**config.mk**
```make
export PLATFORM = sky130hd
export DESIGN_NAME = dsp_ce_sequencer
export DESIGN_NICKNAME = d
export VERILOG_FILES = /design/src/rtl/dsp_ce_sequencer.sv
export SDC_FILE = /design/constraint.sdc
export NUM_CORES = 1
export LEC_CHECK = 0
export ABC_AREA = 1
export CELL_PAD_IN_SITES_DETAIL_PLACEMENT = 0
export CELL_PAD_IN_SITES_GLOBAL_PLACEMENT = 1
export CORE_AREA = 2 2 56 58
export CTS_BUF_LIST = sky130_fd_sc_hd__clkbuf_4 sky130_fd_sc_hd__clkbuf_8
export DETAILED_ROUTE_END_ITERATION = 10
export DIE_AREA = 0 0 58 60
export PLACE_DENSITY_LB_ADDON = 0.1
export SYNTH_ARGS = -nofsm -noshare
export SYNTH_HDL_FRONTEND = slang
export SYNTH_SLANG_ARGS = --single-unit
```
**constraint.sdc**
```tcl
create_clock -name clk -period 1.8 [get_ports clk]
set_input_delay 0.27 -clock clk [delete_from_list [all_inputs] [get_ports clk]]
set_output_delay 0.27 -clock clk [all_outputs]
set_load 0.01 [all_outputs]
```
**src/rtl/dsp_ce_sequencer.sv**
```systemverilog
// Per-job clock-enable / clear / accumulate-select sequencer for a DSP48A1-style MAC pipeline.
// Each accepted operand launches a tag that fires every stage enable as its data reaches that stage.
module dsp_ce_sequencer #(
   parameter int CNT_W  = 8,
   parameter int INREG  = 1,
   parameter int MIDREG = 1,
   parameter int MREG   = 1,
   parameter int PREG   = 1
) (
   input  logic             clk,
   input  logic             rst,
   input  logic             start_valid,
   output logic             start_ready,
   input  logic [CNT_W-1:0] start_len,
   input  logic             op_valid,
   output logic             op_ready,
   output logic             ce_in,
   output logic             ce_mid,
   output logic             ce_m,
   output logic             ce_p,
   output logic             rst_p,
   output logic             opmode_acc,
   output logic             busy,
   output logic             done
);

   localparam int D = INREG + MIDREG + MREG;
   localparam int L = D + PREG;

   typedef enum logic [2:0] {
      S_IDLE  = 3'd0,
      S_RUN   = 3'd1,
      S_DRAIN = 3'd2,
      S_CLEAR = 3'd3,
      S_DONE  = 3'd4
   } state_t;

   state_t           state_q, state_d;
   logic [CNT_W-1:0] rem_q, rem_d;
   logic             first_q, first_d;
   logic [2:0]       tag_v_q, tag_v_d;
   logic [2:0]       tag_f_q, tag_f_d;

   logic             accept_s;
   logic [3:0]       stg_v_s;
   logic [3:0]       stg_f_s;
   logic             chain_busy_s;
   logic             acc_sel_s;

   assign start_ready = (state_q == S_IDLE);
   assign op_ready    = (state_q == S_RUN);
   assign busy        = (state_q != S_IDLE);
   assign rst_p       = (state_q == S_CLEAR);
   assign done        = (state_q == S_DONE);

   // Stage 0 of the tag chain is the handshake itself; stages 1..3 are flops.
   assign accept_s = op_valid & op_ready;
   assign stg_v_s  = {tag_v_q, accept_s};
   assign stg_f_s  = {tag_f_q, first_q};

   assign ce_in      = accept_s;
   assign ce_mid     = stg_v_s[INREG];
   assign ce_m       = stg_v_s[INREG + MIDREG];
   assign ce_p       = stg_v_s[D];
   assign opmode_acc = acc_sel_s;

   // Accumulate select rides with the P-stage tag: load on the job's first operand, accumulate after.
   always_comb begin
      acc_sel_s = 1'b0;
      for (int i = 0; i < 4; i++) begin
         if (i == D) begin
            acc_sel_s = stg_v_s[i] & ~stg_f_s[i];
         end else begin
            acc_sel_s = acc_sel_s;
         end
      end
   end

   // Tags still short of the final stage keep DRAIN waiting; the last one completes in the DONE transition.
   always_comb begin
      chain_busy_s = 1'b0;
      for (int i = 1; i < 4; i++) begin
         chain_busy_s = chain_busy_s | (stg_v_s[i] & (i < L));
      end
   end

   // Next-state, operand counter and tag-chain shift.
   always_comb begin
      state_d = state_q;
      rem_d   = rem_q;
      first_d = first_q;
      tag_v_d = stg_v_s[2:0];
      tag_f_d = stg_f_s[2:0];
      case (state_q)
         S_IDLE: begin
            if (start_valid) begin
               if (start_len == {CNT_W{1'b0}}) begin
                  state_d = S_CLEAR;
               end else begin
                  rem_d   = start_len;
                  first_d = 1'b1;
                  state_d = S_RUN;
               end
            end else begin
               state_d = S_IDLE;
            end
         end
         S_RUN: begin
            if (accept_s) begin
               rem_d   = rem_q - {{(CNT_W-1){1'b0}}, 1'b1};
               first_d = 1'b0;
               if (rem_q == {{(CNT_W-1){1'b0}}, 1'b1}) begin
                  if (L == 0) begin
                     state_d = S_DONE;
                  end else begin
                     state_d = S_DRAIN;
                  end
               end else begin
                  state_d = S_RUN;
               end
            end else begin
               state_d = S_RUN;
            end
         end
         S_DRAIN: begin
            if (!chain_busy_s) begin
               state_d = S_DONE;
            end else begin
               state_d = S_DRAIN;
            end
         end
         S_CLEAR: state_d = S_DONE;
         S_DONE:  state_d = S_IDLE;
         default: state_d = S_IDLE;
      endcase
   end

   // State, counter and tag registers; reset empties the chain so no enable can survive an abort.
   always_ff @(posedge clk or posedge rst) begin
      if (rst) begin
         state_q <= S_IDLE;
         rem_q   <= {CNT_W{1'b0}};
         first_q <= 1'b0;
         tag_v_q <= 3'b000;
         tag_f_q <= 3'b000;
      end else begin
         state_q <= state_d;
         rem_q   <= rem_d;
         first_q <= first_d;
         tag_v_q <= tag_v_d;
         tag_f_q <= tag_f_d;
      end
   end

endmodule

```
; Word level (Yosys, flattened, before mapping)
; Cells that the tools add are included.
[word_totals]
register_bits = 18
inputBits = 12
output_inout_bits = 10
elab_cells = 38
[op_classes]
n_addsub = 1
n_eq_ne = 8
mux = 14
bitwise_logic = 5
n_reduce_logical = 5
[ops]
columns = cell, n
row1 = 2-to-1 mux 8 bit, 3
row2 = case mux 8 bit (2 select lines), 1
row3 = case mux 3 bit (4 select lines), 1
row4 = 2-to-1 mux 3 bit, 3
row5 = == test 8 x 1 -> 1 bit (second input constant), 1
row6 = logical NOT 8 bit, 1
row7 = subtractor 8 x 1 -> 8 bit (second input constant), 1
row8 = == test 3 x 2 -> 1 bit (second input constant), 2
row9 = 2-to-1 mux 2 bit, 2
row10 = inequality test 2 bit (second input constant), 2
row11 = AND reduction 4 bit, 1
row12 = == test 3 x 1 -> 1 bit (second input constant), 1
row13 = == test 3 bit (second input constant), 1
row14 = logical NOT 3 bit, 1
row15 = 2-to-1 mux 1 bit, 3
row16 = nonzero test 3 bit, 1
row17 = AND 1 bit, 2
row18 = inequality test 2 x 1 -> 1 bit (second input constant), 1
row19 = bitwise OR 1 bit, 2
row20 = case mux 1 bit (2 select lines), 1
row21 = nonzero test 2 bit, 1
row22 = NOT 1 bit, 1

; Depth between registers and ports, before layout
; Gate-level depths: netlist of the first run.
[logic_depth]
word_depth = 4
mapped_depth = 9
depth_no_buf = 9

; Worst setup path before layout of the first run
; Ideal clock, no wire load.
[synth_timing]
path_kind = register -> register
from = reg state_q[1]
to = reg rem_q[5]
setup_ps = 116
arrival_ps = 1177
required_ps = 1684
path_slack_ps = 506
stages_incl_launch_ff = 10
n_path_buf = 1
synth_period_minus_slack_ps = 1294
path_cell_list = dfrtp_1 -> nor2_4 -> nand2_2 -> inv_1 -> nand2_1 -> nand2_2 -> buf_6 -> nor2_2 -> nand2_1 -> nand2_1
[synth_between]
word_cells_on_any_way = 9
classes_between = eq/ne (4) / mux (1) / bitwise (1) / reduce/logical (3)
[synth_rtl]
columns = item, line
row1 = from (decl), 38  ; state_t state_q, state_d;
row2 = from (signal assigned), 147  ; state_q <= state_d;
row3 = logical NOT 3 bit (*), --
row4 = named net start_ready, 13  ; output logic start_ready,
row5 = inequality test 2 bit (no line) or nonzero test 2 bit (tied branches), --
row6 = AND reduction 4 bit (no line), --
row7 = to (signal assigned), 142  ; rem_q <= {CNT_W{1'b0}};
row8 = to (signal assigned), 148  ; rem_q <= rem_d;
row9 = to (decl), 39  ; logic [CNT_W-1:0] rem_q, rem_d;
; Mark *: on every way through the listed nets, which the timed path passes. The rest lies on a longest branch.
; A chain may end at the register's enable or synchronous reset.

; Worst setup path in the final report of the first run
[layout_timing]
from = reg state_q[1]
to = out op_ready
[layout_between]
elab_chain_len = 1
[layout_rtl]
columns = item, line
row1 = == test 3 x 1 -> 1 bit, 51  ; assign op_ready = (state_q == S_RUN);
row2 = to (decl), 16  ; output logic op_ready,
; No other way between the ends.

==> impl_metrics.ini, run 1 <==
[setup_path]
crit_path_end_kind = output port
cp-start-kind = flip-flop
arrival_ns = 1.43
required_ns = 1.53
cp_max_fo = 10
crit_start = state_q[1]$_DFF_PP0_
reg2reg_from = rem_q[0]$_DFFE_PP0P_
critPathKind = reg2out

[synth]
syn_inst = 136
syn_nets = 150
netlist_area_um2 = 990
yosys_warnings = 0
synthArstFlopShare_pct = 100
syn_avg_cell_area_um2 = 7.28
synth.distinct_cells = 19
yosys_register_bits = 18
synth-seq-area-share_pct = 45.5
synth-edff-count = 0
synth_flop_cell = dfrtp_1

[placement]
portBuffers = 21
place.gp.congestion = 0.812
place_ws_ns = 0.0556
place_hpwl_um = 1730

[final_layout]
fin_util_pct = 45.6
drive_above_1_share_pct = 13.3
final_nets = 181
n_antenna_cell = 0
syn2layout_area_growth_pct = 33.9

[job]
cap_violations = 0

[power]
p_int_mw = 1.08
p_switching_mw = 0.766
p_sw_share_pct = 41.6
p_clk_share_pct = 13.7
pwr-share-seq_pct = 35.9
leakagePower_nw = 0.712
power.density_nw_per_um2 = 1390
combPwrFrac_pct = 50.4
ir_drop_v = 0.000674
total_power_mw = 1.84

[die]
die_w_um = 58
die-area_um2 = 3480
io_pins = 22
start_util_pct = 34.1
die_h_um = 60
num_rows = 20
coreArea_um2 = 2900

[grt]
grt_pass1_wl_um = 4010
grt_antenna_before_repair = 0
grt_pass1_vias = 925
grt_use_total_pct = 15.5
grt_max_degree = 12
grt_remaining_overflow = 0

[sta]
setup_tns_ns = 0
rsz0062_at_grt = no
min_period_ns = 1.70
worst_slew_pin_slew_ns = 0.227
finClkSkew_ns = 0.00881
setup_viol = 0
final_hold_viol_count = 0
relSlewSlack_pct = 84.8
holdWs_ns = 0.265
timing.final.crit_share_pct = 94.2
drv_slew = 0
fmax_mhz = 590
fin_ws_ns = 0.104

[drt]
drt_first_pass_iters = 4
wl_met2_um = 1100
m1WireLength_um = 983
ant_nets = 0
drt-total-wl_um = 2230
highest_layer = met4
wl_per_cell_um = 11.2
route.detailed.drc = 0
num_vias = 927
vias_per_cell = 4.66
first_iter_violations = 24
met3_length_um = 130

[cts]
cts_made_buffers = 3
htree_levels = 1
root_buffer = clkbuf_4
postCtsHoldBufs = 0
cts_tree = done
cts_max_path_buffers = 2
insertion_delay_ns = 0.30
clk_pin_slew_ns = 0.11
cts.sinks = 18

[min_path]
hp-class = in2async

[status]
status = completed
## synthesized netlist by cell type, types with 2 or more instances
| cell type | number | area share (%) |
|---|---|---|
| nand2_1 | 42 | 16 |
| nand3_1 | 11 | 5.6 |
| o21ai_1 | 2 | 1.0 |
| nor2_2 | 2 | 1.3 |
| nor2_1 | 19 | 7.2 |
| dfrtp_1 | 18 | 46 |
| inv_1 | 19 | 7.2 |
| ha_1 | 2 | 2.5 |
| nand2_2 | 2 | 1.3 |
| o21ai_0 | 10 | 5.1 |
## critical path, stage by stage, from the launching register on
cell and delay [ns]:
dfrtp_2 0.44, nor2_4 0.10, buf_4 0.13, nand2_4 0.09
inv_1 0.09, dlygate4sd2_1 0.27
## per-stage QoR
| stage | area (µm²) | cells |
|---|---|---|
| after global placement | 1270 | 193 |
| after detailed placement | 1270 | 193 |
| after CTS | 1310 | 198 |
| after global routing | 1330 | 199 |
| final | 1330 | 199 |
| after floorplan | 990 | 136 |
## path summary, 6_finish.rpt
path                                         to  slack [ns]  cells after the start
setup / recovery                       op_ready        0.10                      5
hold / removal             rem_q[5]$_DFFE_PP0P_        0.26                      3
setup reg to reg           rem_q[6]$_DFFE_PP0P_        0.36                      8
hold reg to reg            tag_f_q[1]$_DFF_PP0_        0.36                      0
max in group asynchronous  state_q[1]$_DFF_PP0_        1.39                      3
min in group clk           tag_f_q[1]$_DFF_PP0_        0.36                      0
## area by class of cell
class                   count  area (µm²)
flip-flops and latches     18         452
inverters                  19        71.3
repair buffers             28         273
well taps                  33        41.3
clock buffers               4        36.3
fillers                   318        1580
multi-input cells          97         452
## layer usage
layer | track usage (%) | vias to the layer above
met5 | 0 | -
met1 | 18.5 | 424
met4 | 4.98 | 0
li1 | - | 482
met2 | 26.9 | 19
met3 | 4.55 | 2
## logic make-up after synthesis
kind of cell    after synthesis  share of synthesized area, %
flops                        18                          45.5
compound gates               14                          7.46
buf+inv                      21                          9.10
fa+ha+maj                     2                          2.53
simple gates                 81                          35.4
## registers in the layout (all words and copies together), names as in the netlist
name,count
rem_q,8
state_q,3
tag_f_q,3
tag_v_q,3
first_q,1
## cells in the final DEF (no fill, tap or decap)
cell type	netlist	final
nand2_1	42	42
nor2_1	19	18
inv_1	19	18
dfrtp_1	18	17
clkdlybuf4s50_1	0	16
nand3_1	11	11
o21ai_0	10	10
buf_4	1	6
nor2_2	2	3
clkbuf_4	0	3
nand2_2	2	2
o21ai_1	2	2
ha_1	2	2
dlymetal6s2s_1	0	2
dlygate4sd2_1	0	2
nor2_4	1	1
inv_2	0	1
nand2_4	1	1
o21ai_2	1	1
a21oi_1	1	1
nand4_1	1	1
nor3_1	1	1
nand3b_1	1	1
clkbuf_8	0	1
clkbuf_2	0	1
buf_12	0	1
dfrtp_2	0	1
## power groups by stage
stage                     sequential [mW]  clock [mW]  combinational [mW]
after global routing                0.688       0.285                1.09
after floorplan                     0.655           0               0.634
after CTS                           0.664       0.267               0.945
after global placement              0.670           0               0.942
final                               0.662       0.252               0.928
after detailed placement            0.672           0               0.950
## what timing repair did
item | in CTS | in global routing
pin swaps | 1 | 0
resized for setup | 5 | 5
buffers inserted | 1 | 1
setup endpoints to repair | 3 | 4
(Power assumes the default switching activity.)
==> run 2, diff against run 1 <==
Settings changed: CTS_CLUSTER_SIZE set to 20.
==> results of run 2 <==
Final layout, timing and power as in run 1 (identical DEF).
==> run 3, diff against run 2 <==
Settings changed: MAX_ROUTING_LAYER set to met4.
==> run 3 against run 2 <==
  * Total power about the same
  * Routed wire length about the same
  * Final cell count unchanged
  * Global-route usage rose by 0.46 points
  * Non-clock buffer count unchanged
  * Core utilization stayed put
  * Register-to-register slack barely moved
  * Sequential cell count unchanged
  * Critical endpoint unchanged
==> impl_metrics.ini, run 3 (synthesized netlist as in run 1, its figures left out) <==
[final_layout]
final_nets = 181
layout_commonest_cell = nand2_1
regMostFlops = rem_q
layout_common_cells = 42 x nand2_1, 18 x nor2_1, 18 x inv_1
stdcell_count = 199
drive_above_1_share_pct = 13.3
fin_util_pct = 45.6
syn2layout_area_growth_pct = 33.9
n_antenna_cell = 0
largest_register_ffs = 8

[setup_path]
cp-start-kind = flip-flop
arrival_ns = 1.43
ff2ff_path_depth = 8
cp_max_fo = 10
critPathKind = reg2out
crit_path_end_kind = output port
required_ns = 1.53

[sta]
fmax_mhz = 590
relSlewSlack_pct = 84.8
setup_tns_ns = 0
rsz0062_at_grt = no
fin_ws_ns = 0.104
setup_viol = 0
final_hold_viol_count = 0
worst_slew_pin_slew_ns = 0.227
min_period_ns = 1.70
drv_slew = 0
timing.final.crit_share_pct = 94.2
finClkSkew_ns = 0.00876

[die]
io_pins = 22
die_w_um = 58
start_util_pct = 34.1
die_h_um = 60
coreArea_um2 = 2900
die-area_um2 = 3480
num_rows = 20

[cts]
root_buffer = clkbuf_4
cts_max_path_buffers = 2
cts_made_buffers = 3
clk_pin_slew_ns = 0.11
cts.sinks = 18
cts_tree = done
insertion_delay_ns = 0.30
postCtsHoldBufs = 0
htree_levels = 1

[drt]
drt_first_pass_iters = 4
drt-total-wl_um = 2230
wl_per_cell_um = 11.2
num_vias = 927
route.detailed.drc = 0
first_iter_violations = 21
ant_nets = 0
vias_per_cell = 4.66

[placement]
place.gp.congestion = 0.824
place_hpwl_um = 1730
portBuffers = 21
place_ws_ns = 0.0556
dp.cells = 193

[power]
leakagePower_nw = 0.712
power.density_nw_per_um2 = 1390
total_power_mw = 1.84
ir_drop_v = 0.000673

[grt]
grt_pass1_wl_um = 4020
grt_pass1_vias = 925
grt_remaining_overflow = 0
grt_max_degree = 12
grt_antenna_before_repair = 0
grt_use_total_pct = 16.0

[job]
cap_violations = 0

[min_path]
hp-class = in2async

[status]
status = completed
[run 3: final cells by class]
cell class                      count  area (µm²)
Inverter                           19        71.3
Clock buffer                        4        36.3
Sequential cell                    18         452
Fill cell                         318        1580
Multi-Input combinational cell     97         452
Timing Repair Buffer               28         273
Tap cell                           33        41.3
[run 3: timing repair]
action                                  in CTS  in global routing
endpoints found under the setup margin       3                  4
setup buffers                                1                  1
pin swaps                                    1                  0
gates resized for setup                      5                  5
[run 3: worst paths after layout]
path                                       from  slack, ns              endpoint
max                        state_q[1]$_DFF_PP0_       0.10              op_ready
min                                         rst       0.27  rem_q[5]$_DFFE_PP0P_
max reg2reg                rem_q[0]$_DFFE_PP0P_       0.36  rem_q[6]$_DFFE_PP0P_
min reg2reg                tag_f_q[0]$_DFF_PP0_       0.36  tag_f_q[1]$_DFF_PP0_
max in group asynchronous                   rst       1.39  state_q[1]$_DFF_PP0_
min in group clk           tag_f_q[0]$_DFF_PP0_       0.36  tag_f_q[1]$_DFF_PP0_
[run 3: routing by layer]
| metal | wire length (µm) | GRT usage (%) | vias up |
|---|---|---|---|
| li1 | - | - | 482 |
| met4 | 19 | 4.98 | 0 |
| met3 | 129 | 4.55 | 2 |
| met1 | 983 | 18.5 | 424 |
| met5 | 0 | - | - |
| met2 | 1100 | 26.9 | 19 |
[run 3: power breakdown]
part	internal, mW	leakage [nW]	total, mW	switching, mW
sequential	0.554	0.224	0.662	0.108
combinational	0.399	0.467	0.928	0.529
clock	0.123	0.0210	0.252	0.129
total	1.08	0.712	1.84	0.766
[run 3: worst max-delay path: stages (launching register included)]
cell and delay, ns:
dfrtp_2 0.44, nor2_4 0.10, buf_4 0.13, nand2_4 0.09
inv_1 0.09, dlygate4sd2_1 0.26
[run 3: per-stage QoR]
stage                     hold slack [ns]  instance area (µm²)
after floorplan                     0.209                  990
after detailed placement            0.337                 1270
final                               0.265                 1330
after global routing                0.270                 1330
after CTS                           0.262                 1310
after global placement              0.336                 1270
==> variant: new RTL, config.mk and constraints of run 1 <==
The 5 states of `state_t` get a one-hot encoding in 5 bits.
--- a/src/rtl/dsp_ce_sequencer.sv
+++ b/src/rtl/dsp_ce_sequencer.sv
@@ -27,12 +27,12 @@
    localparam int D = INREG + MIDREG + MREG;
    localparam int L = D + PREG;
 
-   typedef enum logic [2:0] {
-      S_IDLE  = 3'd0,
-      S_RUN   = 3'd1,
-      S_DRAIN = 3'd2,
-      S_CLEAR = 3'd3,
-      S_DONE  = 3'd4
+   typedef enum logic [4:0] {
+      S_IDLE  = 5'b00001,
+      S_RUN   = 5'b00010,
+      S_DRAIN = 5'b00100,
+      S_CLEAR = 5'b01000,
+      S_DONE  = 5'b10000
    } state_t;
 
    state_t           state_q, state_d;
Behaviour: same outputs for any inputs over 10 cycles, from zero or initial values and one cycle with rst high; not proved beyond that.
==> variant against run 1 <==
Power rose by 12%; sequential cell count is 2 higher; setup slack got worse by 0.030 ns; wire length rose by 21%; synthesized area grew 10%; register-to-register slack lost 0.12 ns; clock power is 49% higher; final area is 12% higher; hold slack gained 0.0072 ns; sequential power increased by 10%; critical path type unchanged; critical endpoint is now start_ready; largest cell class is now multi-input combinational cells; largest power group unchanged.
==> variant: results <==
<?xml version="1.0" encoding="UTF-8"?>
<metrics>
  <group name="synthesis">
    <metric name="ys_dominant_reg_cell" unit="">dfrtp_1</metric>
    <metric name="mappedNetlistNets" unit="">156</metric>
    <metric name="synth.yosys.seq_area_share" unit="">0.459</metric>
    <metric name="synth.top_cells.by_area" unit="">dfrtp_1, nand2_1, nand3_1</metric>
    <metric name="synthDistinctLibCells" unit="">24</metric>
    <metric name="ys_top_cells_by_count" unit="">nand2_1, inv_1, dfrtp_1</metric>
    <metric name="synth.avg_cell_area" unit="um^2">7.69</metric>
  </group>
  <group name="routing">
    <metric name="route.final.wire_length" unit="um">2690</metric>
    <metric name="drt-initial-drc-count" unit="">47</metric>
    <metric name="drt-vias-per-instance" unit="">4.87</metric>
    <metric name="via_count" unit="">1022</metric>
  </group>
  <group name="global_routing">
    <metric name="grt_start_max_net_pins" unit="">21</metric>
    <metric name="wire_length_of_the_first_global_routing_pass" unit="um">4530</metric>
    <metric name="grt_antenna_before_repair" unit="">0</metric>
    <metric name="track_usage" unit="">0.174</metric>
  </group>
  <group name="cells_and_area">
    <metric name="final_net_count" unit="">192</metric>
    <metric name="nFillCells" unit="">302</metric>
    <metric name="drive_gt1_frac" unit="">0.175</metric>
  </group>
  <group name="placed_design">
    <metric name="placement.setup.worst_slack" unit="ns">-0.00581</metric>
    <metric name="placed_cells_incl_taps" unit="">201</metric>
    <metric name="hpwl" unit="um">1920</metric>
    <metric name="dpl-instance-area" unit="um^2">1380</metric>
    <metric name="gp_congestion" unit="">0.782</metric>
  </group>
  <group name="power">
    <metric name="ir_drop" unit="mV">0.674</metric>
    <metric name="power.static_leakage" unit="nW">0.765</metric>
  </group>
  <group name="worst_setup_path">
    <metric name="worst-endpoint-arrival" unit="ns">1.46</metric>
    <metric name="crit_family" unit="">flip-flops</metric>
    <metric name="ff2ff_setup_slack" unit="ns">0.24</metric>
    <metric name="crit_path_top_delay_cell" unit="">dfstp_2</metric>
    <metric name="critPathMaxFanout" unit="">3</metric>
    <metric name="critPathMaxStageDelay" unit="ns">0.56</metric>
  </group>
  <group name="clock_network">
    <metric name="post-cts-setup-buffer-count" unit="">3</metric>
    <metric name="clk_pin_slew_worst_paths" unit="ns">0.13</metric>
    <metric name="post_cts_resized" unit="">9</metric>
  </group>
  <group name="timing">
    <metric name="max_slew.worst_pin.slew" unit="ns">0.326</metric>
    <metric name="worst_clock_skew" unit="ns">0.0149</metric>
    <metric name="post-route-worst-setup-slack" unit="ns">0.0744</metric>
    <metric name="finalHoldWorstSlack" unit="ns">0.272</metric>
  </group>
  <group name="outcome">
    <metric name="outcome" unit="">finished clean</metric>
  </group>
</metrics>
==> variant: where the power goes <==
group	total (mW)	switching (mW)	internal [mW]
combinational	0.955	0.560	0.395
clock	0.376	0.151	0.225
sequential	0.729	0.116	0.613
total	2.06	0.826	1.23
==> variant: cell type report <==
type,instances,area [um^2],share of cell area
clock buffers,3,22.5,0.0152
repair buffers,33,290,0.196
multi-input cells,99,510,0.345
clock inverters,1,30.0,0.0203
flip-flops and latches,20,502,0.340
well taps,33,41.3,0.0279
inverters,21,81.3,0.0550
==> variant: cell families after synthesis <==
kind of cell / synth area share
DFF: 0.459
and+or+nand+nor: 0.354
adders and majority gates: 0.0229
buffers and inverters: 0.0893
AOI/OAI and AO/OA: 0.0664
xor gates and xnor gates: 0.00802
==> variant: worst register-to-register path: cells and delay by family (launching register included) <==
family | cells | cell delay [ns]
flip-flops | 1 | 0.43
buffers and inverters | 3 | 0.39
AND/OR/NAND/NOR | 3 | 0.35
AO/OA/AOI/OAI | 2 | 0.27
==> variant: path summary, 6_finish.rpt <==
| path | from | endpoint | cells past startpoint |
|---|---|---|---|
| setup / recovery | state_q[0] | start_ready | 5 |
| hold / removal | rst | rem_q[2] | 3 |
| setup reg to reg | state_q[2] | rem_q[1] | 8 |
| hold reg to reg | tag_f_q[1] | tag_f_q[2] | 0 |
| max in group asynchronous | rst | state_q[0] | 3 |
| min in group clk | tag_f_q[1] | tag_f_q[2] | 0 |
==> variant: per-layer routing <==
metal  wire, um  share of wire  global-route usage
met3        123          0.046              0.0216
met4         17         0.0063              0.0764
met2       1280           0.48               0.295
met5          0              0                   0
met1       1270           0.47               0.223
